## src/rtl/dmem_arbiter.sv

```systemverilog
// Round-robin arbiter and access sequencer sharing one single-port data memory
// between the core load/store path (0) and the DMA/debug port (1).
module dmem_arbiter #(
  parameter int ADDR_W = 32,
  parameter int DATA_W = 32,
  parameter int RD_LAT = 1
) (
  input  logic                clk,
  input  logic                rst,
  input  logic                req0,
  input  logic                req1,
  input  logic                we0,
  input  logic                we1,
  input  logic [ADDR_W-1:0]   addr0,
  input  logic [ADDR_W-1:0]   addr1,
  input  logic [DATA_W-1:0]   wdata0,
  input  logic [DATA_W-1:0]   wdata1,
  input  logic [DATA_W/8-1:0] mask0,
  input  logic [DATA_W/8-1:0] mask1,
  output logic                gnt0,
  output logic                gnt1,
  output logic                rvalid0,
  output logic                rvalid1,
  output logic [DATA_W-1:0]   rdata0,
  output logic [DATA_W-1:0]   rdata1,
  output logic                mem_cs,
  output logic                mem_wr,
  output logic [ADDR_W-1:0]   mem_addr,
  output logic [DATA_W-1:0]   mem_wdata,
  output logic [DATA_W/8-1:0] mem_mask,
  input  logic [DATA_W-1:0]   mem_rdata
);

  localparam logic [1:0] LAT_INIT = 2'(RD_LAT - 1);

  typedef enum logic {IDLE, RD_WAIT} state_t;

  state_t     state, state_nxt;
  logic [1:0] lat_cnt, lat_cnt_nxt;
  logic       owner, owner_nxt;
  logic       last, last_nxt;
  logic       final_cyc, can_grant, grant, win, win_we;

  // NOTE: every signal gets a default at the top of the block so no path leaves
  // one unassigned; otherwise synthesis infers a latch to hold the old value.
  always_comb begin
    state_nxt   = state;
    lat_cnt_nxt = lat_cnt;
    owner_nxt   = owner;
    last_nxt    = last;
    gnt0        = 1'b0;
    gnt1        = 1'b0;
    rvalid0     = 1'b0;
    rvalid1     = 1'b0;
    rdata0      = '0;
    rdata1      = '0;
    mem_cs      = 1'b1;
    mem_wr      = 1'b1;
    mem_addr    = '0;
    mem_wdata   = '0;
    mem_mask    = '0;

    final_cyc = (state == RD_WAIT) && (lat_cnt == 2'd0);
    can_grant = (state == IDLE) || final_cyc;
    // On conflict the requester that did not win last time gets the memory.
    win       = (req0 && req1) ? ~last : req1;
    win_we    = win ? we1 : we0;
    // Grants are combinational, so they must be masked while reset is held.
    grant     = !rst && can_grant && (req0 || req1);

    if (final_cyc) begin
      rvalid0 = (owner == 1'b0);
      rvalid1 = (owner == 1'b1);
      rdata0  = (owner == 1'b0) ? mem_rdata : '0;
      rdata1  = (owner == 1'b1) ? mem_rdata : '0;
      state_nxt = IDLE;
    end else if (state == RD_WAIT) begin
      lat_cnt_nxt = lat_cnt - 2'd1;
    end

    if (grant) begin
      gnt0      = (win == 1'b0);
      gnt1      = (win == 1'b1);
      mem_cs    = 1'b0;
      mem_wr    = ~win_we;
      mem_addr  = win ? addr1 : addr0;
      mem_wdata = win_we ? (win ? wdata1 : wdata0) : '0;
      mem_mask  = win_we ? (win ? mask1 : mask0) : '0;
      last_nxt  = win;
      if (!win_we) begin
        state_nxt   = RD_WAIT;
        lat_cnt_nxt = LAT_INIT;
        owner_nxt   = win;
      end
    end
  end

  // NOTE: state registers use non-blocking assignments so every flop samples
  // the pre-edge values, independent of statement order.
  always_ff @(posedge clk or posedge rst) begin
    if (rst) begin
      state   <= IDLE;
      lat_cnt <= 2'd0;
      owner   <= 1'b0;
      last    <= 1'b1;
    end else begin
      state   <= state_nxt;
      lat_cnt <= lat_cnt_nxt;
      owner   <= owner_nxt;
      last    <= last_nxt;
    end
  end

endmodule
```

## config.mk

```make
export PLATFORM = sky130hd
export DESIGN_NAME = dmem_arbiter
export DESIGN_NICKNAME = d
export VERILOG_FILES = /design/src/rtl/dmem_arbiter.sv
export SDC_FILE = /design/constraint.sdc
export NUM_CORES = 1
export LEC_CHECK = 0
export CAP_MARGIN = 20
export CELL_PAD_IN_SITES_DETAIL_PLACEMENT = 2
export CELL_PAD_IN_SITES_GLOBAL_PLACEMENT = 2
export CORE_UTILIZATION = 10
export CTS_CLUSTER_SIZE = 28
export DETAILED_ROUTE_END_ITERATION = 8
export GPL_TIMING_DRIVEN = 0
export PLACE_DENSITY_LB_ADDON = 0.05
export SETUP_SLACK_MARGIN = 0.15
export SLEW_MARGIN = 20
export SYNTH_ARGS = -nofsm -noshare
export SYNTH_HDL_FRONTEND = slang
export SYNTH_SLANG_ARGS = --single-unit
```

## constraint.sdc

```tcl
create_clock -name clk -period 3.6 [get_ports clk]
set_input_delay 0.72 -clock clk [delete_from_list [all_inputs] [get_ports clk]]
set_output_delay 0.72 -clock clk [all_outputs]
set_load 0.02 [all_outputs]
```

==> out/metrics.csv, run 1 <==
metric,value,unit
clk_pin_slew,0.03,ns
drive_above_1_share,5.91,%
clock-sinks,5,
slew_viol_final,0,
overflow,0,
fin_crit,3.47,ns
dp_cells,829,
clockBufferDepth,2,
tightest_slew,0.402,ns
holdPathEnd,lat_cnt[0],
whs,0.563,ns
crit_buf_inv,4,
viasPerCell,3.98,
utilization,29.9,%
critPathKind,in -> out,
antenna_found_initial,0,
cp_cell_sequence,"clkdlybuf4s50_1, nor2_2, nor3_4, inv_2, buf_2, a21oi_1, clkdlybuf4s50_1",
wire_per_inst,16.0,um
synth.distinct_cells,29,
io_buffer_count,311,
cp.arrival,2.75,ns
status,"complete, no violations",
timing.final.crit_share,96.4,%
r2r-start,last,
ios,312,
syn_inst,293,
ir_worst_vdd,111,uV
clock_skew,0.00142,ns
grt_pass1_wl,19700,um
cts_root_buffer,clkbuf_16,
htreeDepth,1,
drv_cap,0,
finalNetCount,786,
grt_pass1_vias,3636,
min-delay-start,lat_cnt[0],
final-setup-viol-count,0,
crit_path_end_kind,output pin,
cp_common_cell,clkdlybuf4s50_1,
clock_latency,0.23,ns
syn_avg_cell_area,6.21,sq um
yosysWarnings,0,
critPathMaxStageDelay,0.65,ns
regToRegEndpoint,lat_cnt[0],
cts_tree,built,
grt_max_degree,11,
start_util,10.4,%
cp_slowest_cell,clkdlybuf4s50_1,
path_max_fanout,10,
rsz0062_at_grt,true,
hold_viol_final,0,
syn_area,1820,sq um
synth_nets,469,
hold_depth,2,
wl,13300,um
die_h,137,um
numCtsBuffers,3,
ff2ff_setup_slack,1.98,ns
power_density,320,nW/um^2
detail-route-antenna-nets,0,
grt_usage,13.4,%
die_w,137,um
core_area,17500,sq um
detail_route.first_pass.iterations,4,
area_growth,188,%
vias,3323,
dp_hpwl,11700,um
n_antenna_cell,0,
reg2regPathDepth,5,
crit_required,2.88,ns
ys_seq_area_share,6.94,%
p_leak,2.41,nW
clock.fmax,288,MHz
hold_class,reg -> reg,
dieArea,18700,sq um
worstSetupStartpointType,primary input,
cp_top_family,buffers and inverters,
drt_iter0_drc,23,
drc,0,
rows,48,
slew_headroom,73.1,%
ys_ff_latch,5,
fin_cells,834,
place_congestion,0.691,
## layout make-up
| cell class | count | area, sq um |
|---|---|---|
| clock buffer | 4 | 78.8 |
| buffer | 28 | 149 |
| fill | 2034 | 12300 |
| inverter | 4 | 15.0 |
| tap | 225 | 282 |
| multi-input combinational | 256 | 1550 |
| sequential | 5 | 126 |
| timing repair buffer | 312 | 3040 |
## cell families after synthesis
logic type               after synthesis  share of synthesized area, %
multiplexers                          38                          21.6
adder cells (fa/ha/maj)                2                          1.37
AND/OR/NAND/NOR                      176                          48.8
buffers and inverters                 32                          8.32
flip-flops                             5                          6.94
XOR/XNOR                               1                         0.481
AO/OA/AOI/OAI                         39                          12.4
## per-layer routing
layer	global-route usage [%]	up-vias	routed length, um
met5	0	-	0
met4	2.44	0	113
met3	4.11	7	1380
met2	26.9	175	7250
met1	13.4	1533	4600
li1	-	1608	-
## tightest hold or removal path, cell delays in order, from the launching register on
cell,delay (ns)
dfrtp_1,0.35
xnor2_1,0.13
a21oi_1,0.04
## placed cells by master (no fill, tap or decap), types with 7 or more instances in the layout
cell,n
dlygate4sd2_1,67
clkdlybuf4s50_1,241
and2_1,64
nand2_1,66
a21oi_1,33
mux2i_1,36
clkbuf_1,7
nor3_1,36
clkbuf_2,7
buf_2,11
## cell usage after synthesis, drive strengths merged
library cell / instances / area, sq um
and2: 64 / 400
a21boi: 1 / 11.3
dfrtp: 4 / 100
a21o: 1 / 7.51
and3: 1 / 6.26
nor2b: 2 / 12.5
xnor2: 1 / 8.76
nor3: 37 / 196
a221oi: 1 / 15.0
nor2: 5 / 18.8
buf: 15 / 83.8
mux2i: 37 / 383
clkbuf: 13 / 52.6
a21oi: 33 / 165
o311ai: 1 / 8.76
mux2: 1 / 11.3
ha: 2 / 25.0
dfstp: 1 / 26.3
nand2b: 1 / 6.26
nand2: 66 / 248
a21bo: 1 / 10.0
o41ai: 1 / 8.76
inv: 4 / 15.0
## worst max path at each step
stage / slack (ns) / cells past startpoint / startpoint / to
after CTS: 0.04 / 7 / req0 / mem_addr[29]
after floorplan: 0.96 / 5 / req1 / mem_wdata[10]
after global placement: -0.09 / 7 / req0 / mem_wdata[15]
final: 0.13 / 7 / req0 / mem_addr[29]
after global routing: 0.03 / 7 / req0 / mem_addr[29]
after detailed placement: -0.13 / 6 / req1 / mem_addr[24]
## through the flow
| step | power (W) | instance area [sq um] | setup TNS, ns | worst slack, ns |
|---|---|---|---|---|
| floorplan | 0.000839 | 1820 | 0 | 0.957 |
| global placement | 0.00155 | 5220 | -2.01 | -0.0875 |
| detailed placement | 0.00158 | 5220 | -3.83 | -0.129 |
| CTS | 0.00172 | 5230 | 0 | 0.0358 |
| global route | 0.00181 | 5240 | 0 | 0.0314 |
| finish | 0.00168 | 5240 | 0 | 0.130 |
## registers in the layout, summed over array words and instances (netlist names)
| signal | count |
|---|---|
| last | 1 |
| lat_cnt | 2 |
| owner | 1 |
| state | 1 |
## power by group
| group | total, W | switching, W | leakage, nW | internal [W] |
|---|---|---|---|---|
| combinational | 0.00138 | 0.000734 | 2.31 | 0.000649 |
| clock | 0.000184 | 0.0000374 | 0.0382 | 0.000147 |
| sequential | 0.000112 | 0.0000236 | 0.0576 | 0.0000880 |
## timing repair
action,in CTS,in global routing
pin swaps,1,0
hold buffers,0,0
setup buffers,1,0
endpoints found under the setup margin,71,5
cloned,0,0
gates resized for setup,76,7
Power figures use the tool's default switching activity.
==> run 2: changes to the inputs <==
--- a/config.mk
+++ b/config.mk
@@ -5,12 +5,13 @@
 export SDC_FILE = /design/constraint.sdc
 export NUM_CORES = 1
 export LEC_CHECK = 0
-export CAP_MARGIN = 20
 export CELL_PAD_IN_SITES_DETAIL_PLACEMENT = 2
 export CELL_PAD_IN_SITES_GLOBAL_PLACEMENT = 2
-export CORE_UTILIZATION = 10
+export CORE_AREA = 2 2 123 125
 export CTS_CLUSTER_SIZE = 28
 export DETAILED_ROUTE_END_ITERATION = 8
+export DIE_AREA = 0 0 125 127
+export DONT_BUFFER_PORTS = 1
 export GPL_TIMING_DRIVEN = 0
 export PLACE_DENSITY_LB_ADDON = 0.05
 export SETUP_SLACK_MARGIN = 0.15
==> run 2 against run 1 <==
Compared with the run above:
- non-clock buffer count shrank 312
- cell count down 42%
- routed wire length shrank 30%
- worst hold slack worse by 0.27 ns
- maximum frequency grew 14%
- via count fell by 34%
- sequential power hardly changed
- largest cell class is now multi-input gates
- largest power group unchanged
- highest routed layer unchanged
==> out/metrics.csv, run 2 (synthesis gave the netlist of run 1 again) <==
metric,value,unit,change
layout_commonest_cell,nand2_1,,was clkdlybuf4s50_1
internal-power,0.000469,W,was 0.000884 W
slew_viol_final,0,,unchanged
timing.final.crit_share,84.2,%,was 96.4%
ios,312,,unchanged
cp_cell_sequence,"inv_1, ha_1, nor2b_1, nor3_4, inv_2, buf_2, nor3_1",,"was clkdlybuf4s50_1, nor2_2, nor3_4, inv_2, buf_2, a21oi_1, clkdlybuf4s50_1"
grt_pass1_vias,2249,,was 3636
antenna_found_initial,0,,unchanged
post-cts-setup-buffers,0,,was 1
rows,44,,was 48
n_antenna_cell,0,,unchanged
clock_latency,0.23,ns,about the same
final_cell_mix,"nand2_1 (66), and2_1 (64), mux2i_1 (36), nor3_1 (36), a21oi_1 (33)",,"was clkdlybuf4s50_1 (241), dlygate4sd2_1 (67), nand2_1 (66)"
die_w,125,um,was 137 um
cp.arrival,2.31,ns,was 2.75 ns
crit_buf_inv,3,,was 4
dieArea,15900,sq um,was 18700 sq um
clock-sinks,5,,unchanged
clk_pin_slew,0.03,ns,about the same
rsz0062_at_grt,false,,was true
hold_buffers,0,,unchanged
worstSetupStartpointType,flip-flop,,was primary input
power_density,550,nW/um^2,was 320 nW/um^2
clockBufferDepth,2,,unchanged
ir_worst_vdd,129,uV,was 111 uV
p_leak,0.912,nW,was 2.41 nW
regToRegEndpoint,lat_cnt[0],,unchanged
ctsResizeCount,0,,was 76
tns,0,ns,unchanged
clockPowerShare,15.6,%,was 11.0%
critPathKind,reg -> out,,was in -> out
overflow,0,,unchanged
utilization,14.8,%,was 29.9%
fin_crit,3.03,ns,was 3.47 ns
ff2ff_setup_slack,1.87,ns,was 1.98 ns
wire_per_inst,19.3,um,was 16.0 um
place_congestion,0.740,,was 0.691
cts_tree,built,,unchanged
crit_required,2.88,ns,about the same
largest_reg_flops,2,,unchanged
pwr-share-comb,75.0,%,was 82.4%
largest-register,lat_cnt,,unchanged
drt_iter0_drc,45,,was 23
status,"complete, no violations",,unchanged
p_seq_share,9.4,%,was 6.7%
critPathMaxStageDelay,0.61,ns,was 0.65 ns
finalNetCount,474,,was 786
cp_top_family,simple AND/OR/NAND/NOR gates,,was buffers and inverters
hold_viol_final,0,,unchanged
grt_max_degree,11,,unchanged
slew_headroom,52.4,%,was 73.1%
start_util,12.6,%,was 10.4%
grt_usage,10.4,%,was 13.4%
core_area,14400,sq um,was 17500 sq um
detail_route.first_pass.iterations,2,,was 4
cp_slowest_cell,nor3_1,,was clkdlybuf4s50_1
detail-route-antenna-nets,0,,unchanged
drc,0,,unchanged
switching_power,0.000701,W,was 0.000795 W
vias,2204,,was 3323
viasPerCell,4.58,,was 3.98
path_max_fanout,10,,unchanged
r2r-start,last,,unchanged
numCtsBuffers,3,,unchanged
wl,9300,um,was 13300 um
clock_skew,0.00102,ns,was 0.00142 ns
grt_pass1_wl,13200,um,was 19700 um
die_h,127,um,was 137 um
power,0.00117,W,was 0.00168 W
drive_above_1_share,9.09,%,was 5.91%
area_growth,17.0,%,was 188%
cts_root_buffer,clkbuf_16,,unchanged
reg2regPathDepth,5,,unchanged
tightest_slew,0.708,ns,was 0.402 ns
hold_class,in -> async,,was reg -> reg
clock.fmax,330,MHz,was 288 MHz
final-setup-viol-count,0,,unchanged
p_sw_share,59.9,%,was 47.3%
drv_cap,0,,unchanged
htreeDepth,1,,unchanged
crit_path_end_kind,output pin,,unchanged
io_buffer_count,0,,was 311
dp_hpwl,7960,um,was 11700 um
## run 2: cell count changes in the layout (fill, tap and decap cells not counted)
| cell | change |
|---|---|
| buf_2 | +2 |
| a21boi_2 | +1 |
| buf_4 | -2 |
| clkbuf_4 | -1 |
| dlygate4sd2_1 | -67 |
| a21boi_4 | -1 |
| nor2_1 | +1 |
| dlymetal6s2s_1 | -2 |
| nor2_2 | -1 |
| clkbuf_1 | +6 |
| clkdlybuf4s50_1 | -241 |
| clkbuf_2 | -7 |
## run 2: cell type report
cell class                      count  area (sq um)
Clock buffer                        4          78.8
Fill cell                        1733         12300
Inverter                            4          15.0
Buffer                             28           136
Tap cell                          184           230
Sequential cell                     5           126
Multi-Input combinational cell    256          1540
## run 2: metal layers
metal	up-vias	GRT usage [%]	share of wire, %
met2	180	22.6	58
met5	-	0	0
li1	985	-	-
met4	0	2.22	1.2
met1	1033	10.1	33
met3	6	1.80	7.6
## run 2: worst max-delay path by stage
stage,from,to,depth (start not counted)
detailed placement,req1,mem_wdata[28],5
finish,lat_cnt[0],mem_wdata[28],7
global placement,req1,mem_wdata[28],5
floorplan,req1,mem_wdata[10],5
global route,lat_cnt[0],mem_wdata[29],7
CTS,lat_cnt[0],mem_wdata[28],7
## run 2: power by group through the flow
stage	logic, W	registers [W]	clock network [W]
2_1_floorplan	0.000736	0.000103	0
3_3_place_gp	0.000901	0.000109	0
3_5_place_dp	0.000904	0.000110	0
4_1_cts	0.000907	0.000110	0.000186
5_1_grt	0.000967	0.000114	0.000194
6_report	0.000878	0.000110	0.000183
## run 2: through the flow
stage	hold WS, ns	worst slack (ns)	cell area [sq um]	instances
detailed placement	0.545	0.619	2050	477
floorplan	0.498	0.957	1820	293
finish	0.296	0.569	2130	481
global placement	0.540	0.598	2050	477
CTS	0.310	0.476	2130	481
global route	0.316	0.362	2130	481
==> run 3: changes to the inputs <==
--- a/config.mk
+++ b/config.mk
@@ -7,10 +7,10 @@
 export LEC_CHECK = 0
 export CELL_PAD_IN_SITES_DETAIL_PLACEMENT = 2
 export CELL_PAD_IN_SITES_GLOBAL_PLACEMENT = 2
-export CORE_AREA = 2 2 123 125
+export CORE_AREA = 2 2 121 123
 export CTS_CLUSTER_SIZE = 28
 export DETAILED_ROUTE_END_ITERATION = 8
-export DIE_AREA = 0 0 125 127
+export DIE_AREA = 0 0 123 125
 export DONT_BUFFER_PORTS = 1
 export GPL_TIMING_DRIVEN = 0
 export PLACE_DENSITY_LB_ADDON = 0.05
==> constraint.sdc (replaced) <==
create_clock -name clk -period 3.2 [get_ports clk]
set_input_delay 0.64 -clock clk [delete_from_list [all_inputs] [get_ports clk]]
set_output_delay 0.64 -clock clk [all_outputs]
set_load 0.02 [all_outputs]
==> run 3 against run 2 <==
Compared with the run above:
- clock skew up 0.0012 ns
- cell area up 3.8%
- first-iteration DRC count is 47% lower
- register-to-register slack worse by 0.38 ns
- sequential power up 12%
- clock power rose by 15%
- sequential share of layout area decreased by 0.22 points
- global-route usage is 0.22 points higher
- utilization grew 0.79 points
- via count shrank 1.3%
- worst hold slack got worse by 0.084 ns
- count of clock-buffer cells in the layout is the same
- critical endpoint is now mem_mask[1]
==> out/metrics.csv, run 3 (synthesis gave the netlist of run 1 again) <==
metric,value,unit,change
worstSetupStartpointType,flip-flop,,unchanged
detail_route.first_pass.iterations,3,,was 2
clock-sinks,5,,unchanged
start_util,12.8,%,was 12.6%
fin_area,2210,sq um,was 2130 sq um
crit_path_end_kind,output pin,,unchanged
final-setup-viol-count,0,,unchanged
final_cell_mix,"nand2_1 (66), and2_1 (64), mux2i_1 (36)",,"was nand2_1 (66), and2_1 (64), mux2i_1 (36), nor3_1 (36), a21oi_1 (33)"
regToRegEndpoint,lat_cnt[0],,unchanged
clock.fmax,344,MHz,
die_w,123,um,was 125 um
pwr-share-comb,75.1,%,was 75.0%
p_sw_share,60.1,%,was 59.9%
drc,0,,unchanged
layout_commonest_cell,nand2_1,,unchanged
grt_usage,10.7,%,was 10.4%
clockBufferDepth,2,,unchanged
antenna_found_initial,0,,unchanged
fin_cells,481,,unchanged
dieArea,15400,sq um,was 15900 sq um
n_antenna_cell,0,,unchanged
rows,44,,unchanged
crit_required,2.56,ns,was 2.88 ns
fin_crit,2.91,ns,
finalNetCount,474,,unchanged
tightest_slew,0.684,ns,was 0.708 ns
ir_worst_vdd,145,uV,was 129 uV
post-cts-setup-buffers,0,,unchanged
dp_hpwl,7930,um,was 7960 um
grt_pass1_wl,12700,um,was 13200 um
vias,2176,,was 2204
drv_cap,0,,unchanged
grt_pass1_vias,2314,,was 2249
internal-power,0.000534,W,was 0.000469 W
dp_cells,477,,unchanged
p_seq_share,9.2,%,was 9.4%
grt_max_degree,11,,unchanged
switching_power,0.000804,W,was 0.000701 W
wl,9280,um,was 9300 um
cts_tree,built,,unchanged
hold_viol_final,0,,unchanged
slew_viol_final,0,,unchanged
cts_root_buffer,clkbuf_16,,unchanged
rsz0062_at_grt,true,,was false
tns,0,ns,unchanged
ios,312,,unchanged
die_h,125,um,was 127 um
hold_class,in -> async,,unchanged
utilization,15.6,%,was 14.8%
slew_headroom,54.0,%,was 52.4%
path_max_fanout,10,,unchanged
drive_above_1_share,14.5,%,was 9.09%
clock_latency,0.23,ns,about the same
timing.final.crit_share,90.8,%,
clock_skew,0.00219,ns,was 0.00102 ns
overflow,0,,unchanged
power_density,606,nW/um^2,was 550 nW/um^2
status,"complete, no violations",,unchanged
largest_reg_flops,2,,unchanged
cp.arrival,2.27,ns,was 2.31 ns
placed_cell_area,2050,sq um,unchanged
critPathKind,reg -> out,,unchanged
clk_pin_slew,0.04,ns,was 0.03 ns
reg2regPathDepth,5,,unchanged
htreeDepth,1,,unchanged
largest-register,lat_cnt,,unchanged
core_area,14200,sq um,was 14400 sq um
place_congestion,0.667,,was 0.740
detail-route-antenna-nets,0,,unchanged
power,0.00134,W,was 0.00117 W
viasPerCell,4.52,,was 4.58
r2r-start,last,,unchanged
ff2ff_setup_slack,1.49,ns,was 1.87 ns
numCtsBuffers,3,,unchanged
p_leak,0.923,nW,was 0.912 nW
io_buffer_count,0,,unchanged
clockPowerShare,15.7,%,was 15.6%
wire_per_inst,19.3,um,about the same
area_growth,21.4,%,was 17.0%
drt_iter0_drc,24,,was 45
==> run 3: critical path: stages, from the launching register on <==
cell and delay (ns):
dfrtp_1 0.37, inv_1 0.08, ha_1 0.14, nor2b_1 0.08
nor3_4 0.33, inv_2 0.20, buf_2 0.25, nor3_1 0.58
==> run 3: worst max-delay path by stage <==
stage | endpoint | depth (start not counted) | slack, ns | start
global route | mem_wdata[25] | 7 | 0.12 | lat_cnt[0]
global placement | mem_wdata[25] | 5 | 0.39 | req1
finish | mem_mask[1] | 7 | 0.29 | lat_cnt[0]
CTS | mem_wdata[15] | 7 | 0.20 | lat_cnt[0]
floorplan | mem_wdata[10] | 5 | 0.72 | req1
detailed placement | mem_wdata[15] | 5 | 0.37 | req1
==> run 3: cell type report <==
| cell class | count | area, sq um |
|---|---|---|
| flip-flops and latches | 5 | 126 |
| multi-input cells | 256 | 1620 |
| clock buffers | 4 | 78.8 |
| inverters | 4 | 15.0 |
| plain buffers | 28 | 136 |
| fillers | 1725 | 12000 |
| well taps | 184 | 230 |
==> run 3: power groups by stage <==
stage	Sequential [W]	Clock, W	Combinational, W
3_5_place_dp	0.000124	0	0.00101
5_1_grt	0.000129	0.000218	0.00111
4_1_cts	0.000124	0.000215	0.00101
6_report	0.000123	0.000210	0.00101
3_3_place_gp	0.000124	0	0.00101
2_1_floorplan	0.000116	0	0.000828
==> run 3: repair_timing <==
action,4_1_cts,5_1_grt
hold buffers,0,0
endpoints found under the setup margin,0,18
gates resized for setup,0,16
==> run 3: metal layers <==
| layer | GRT usage (%) | vias up | wire length [um] |
|---|---|---|---|
| met3 | 1.73 | 4 | 971 |
| met5 | 0 | - | 0 |
| met1 | 10.6 | 998 | 3040 |
| met2 | 22.4 | 186 | 5190 |
| li1 | - | 988 | - |
| met4 | 2.07 | 0 | 78 |
==> run 3: metrics by stage <==
stage          hold WS (ns)  setup slack (ns)
2_1_floorplan         0.418             0.717
3_3_place_gp          0.467             0.387
3_5_place_dp          0.467             0.372
4_1_cts               0.224             0.197
5_1_grt               0.226             0.125
6_report              0.212             0.293
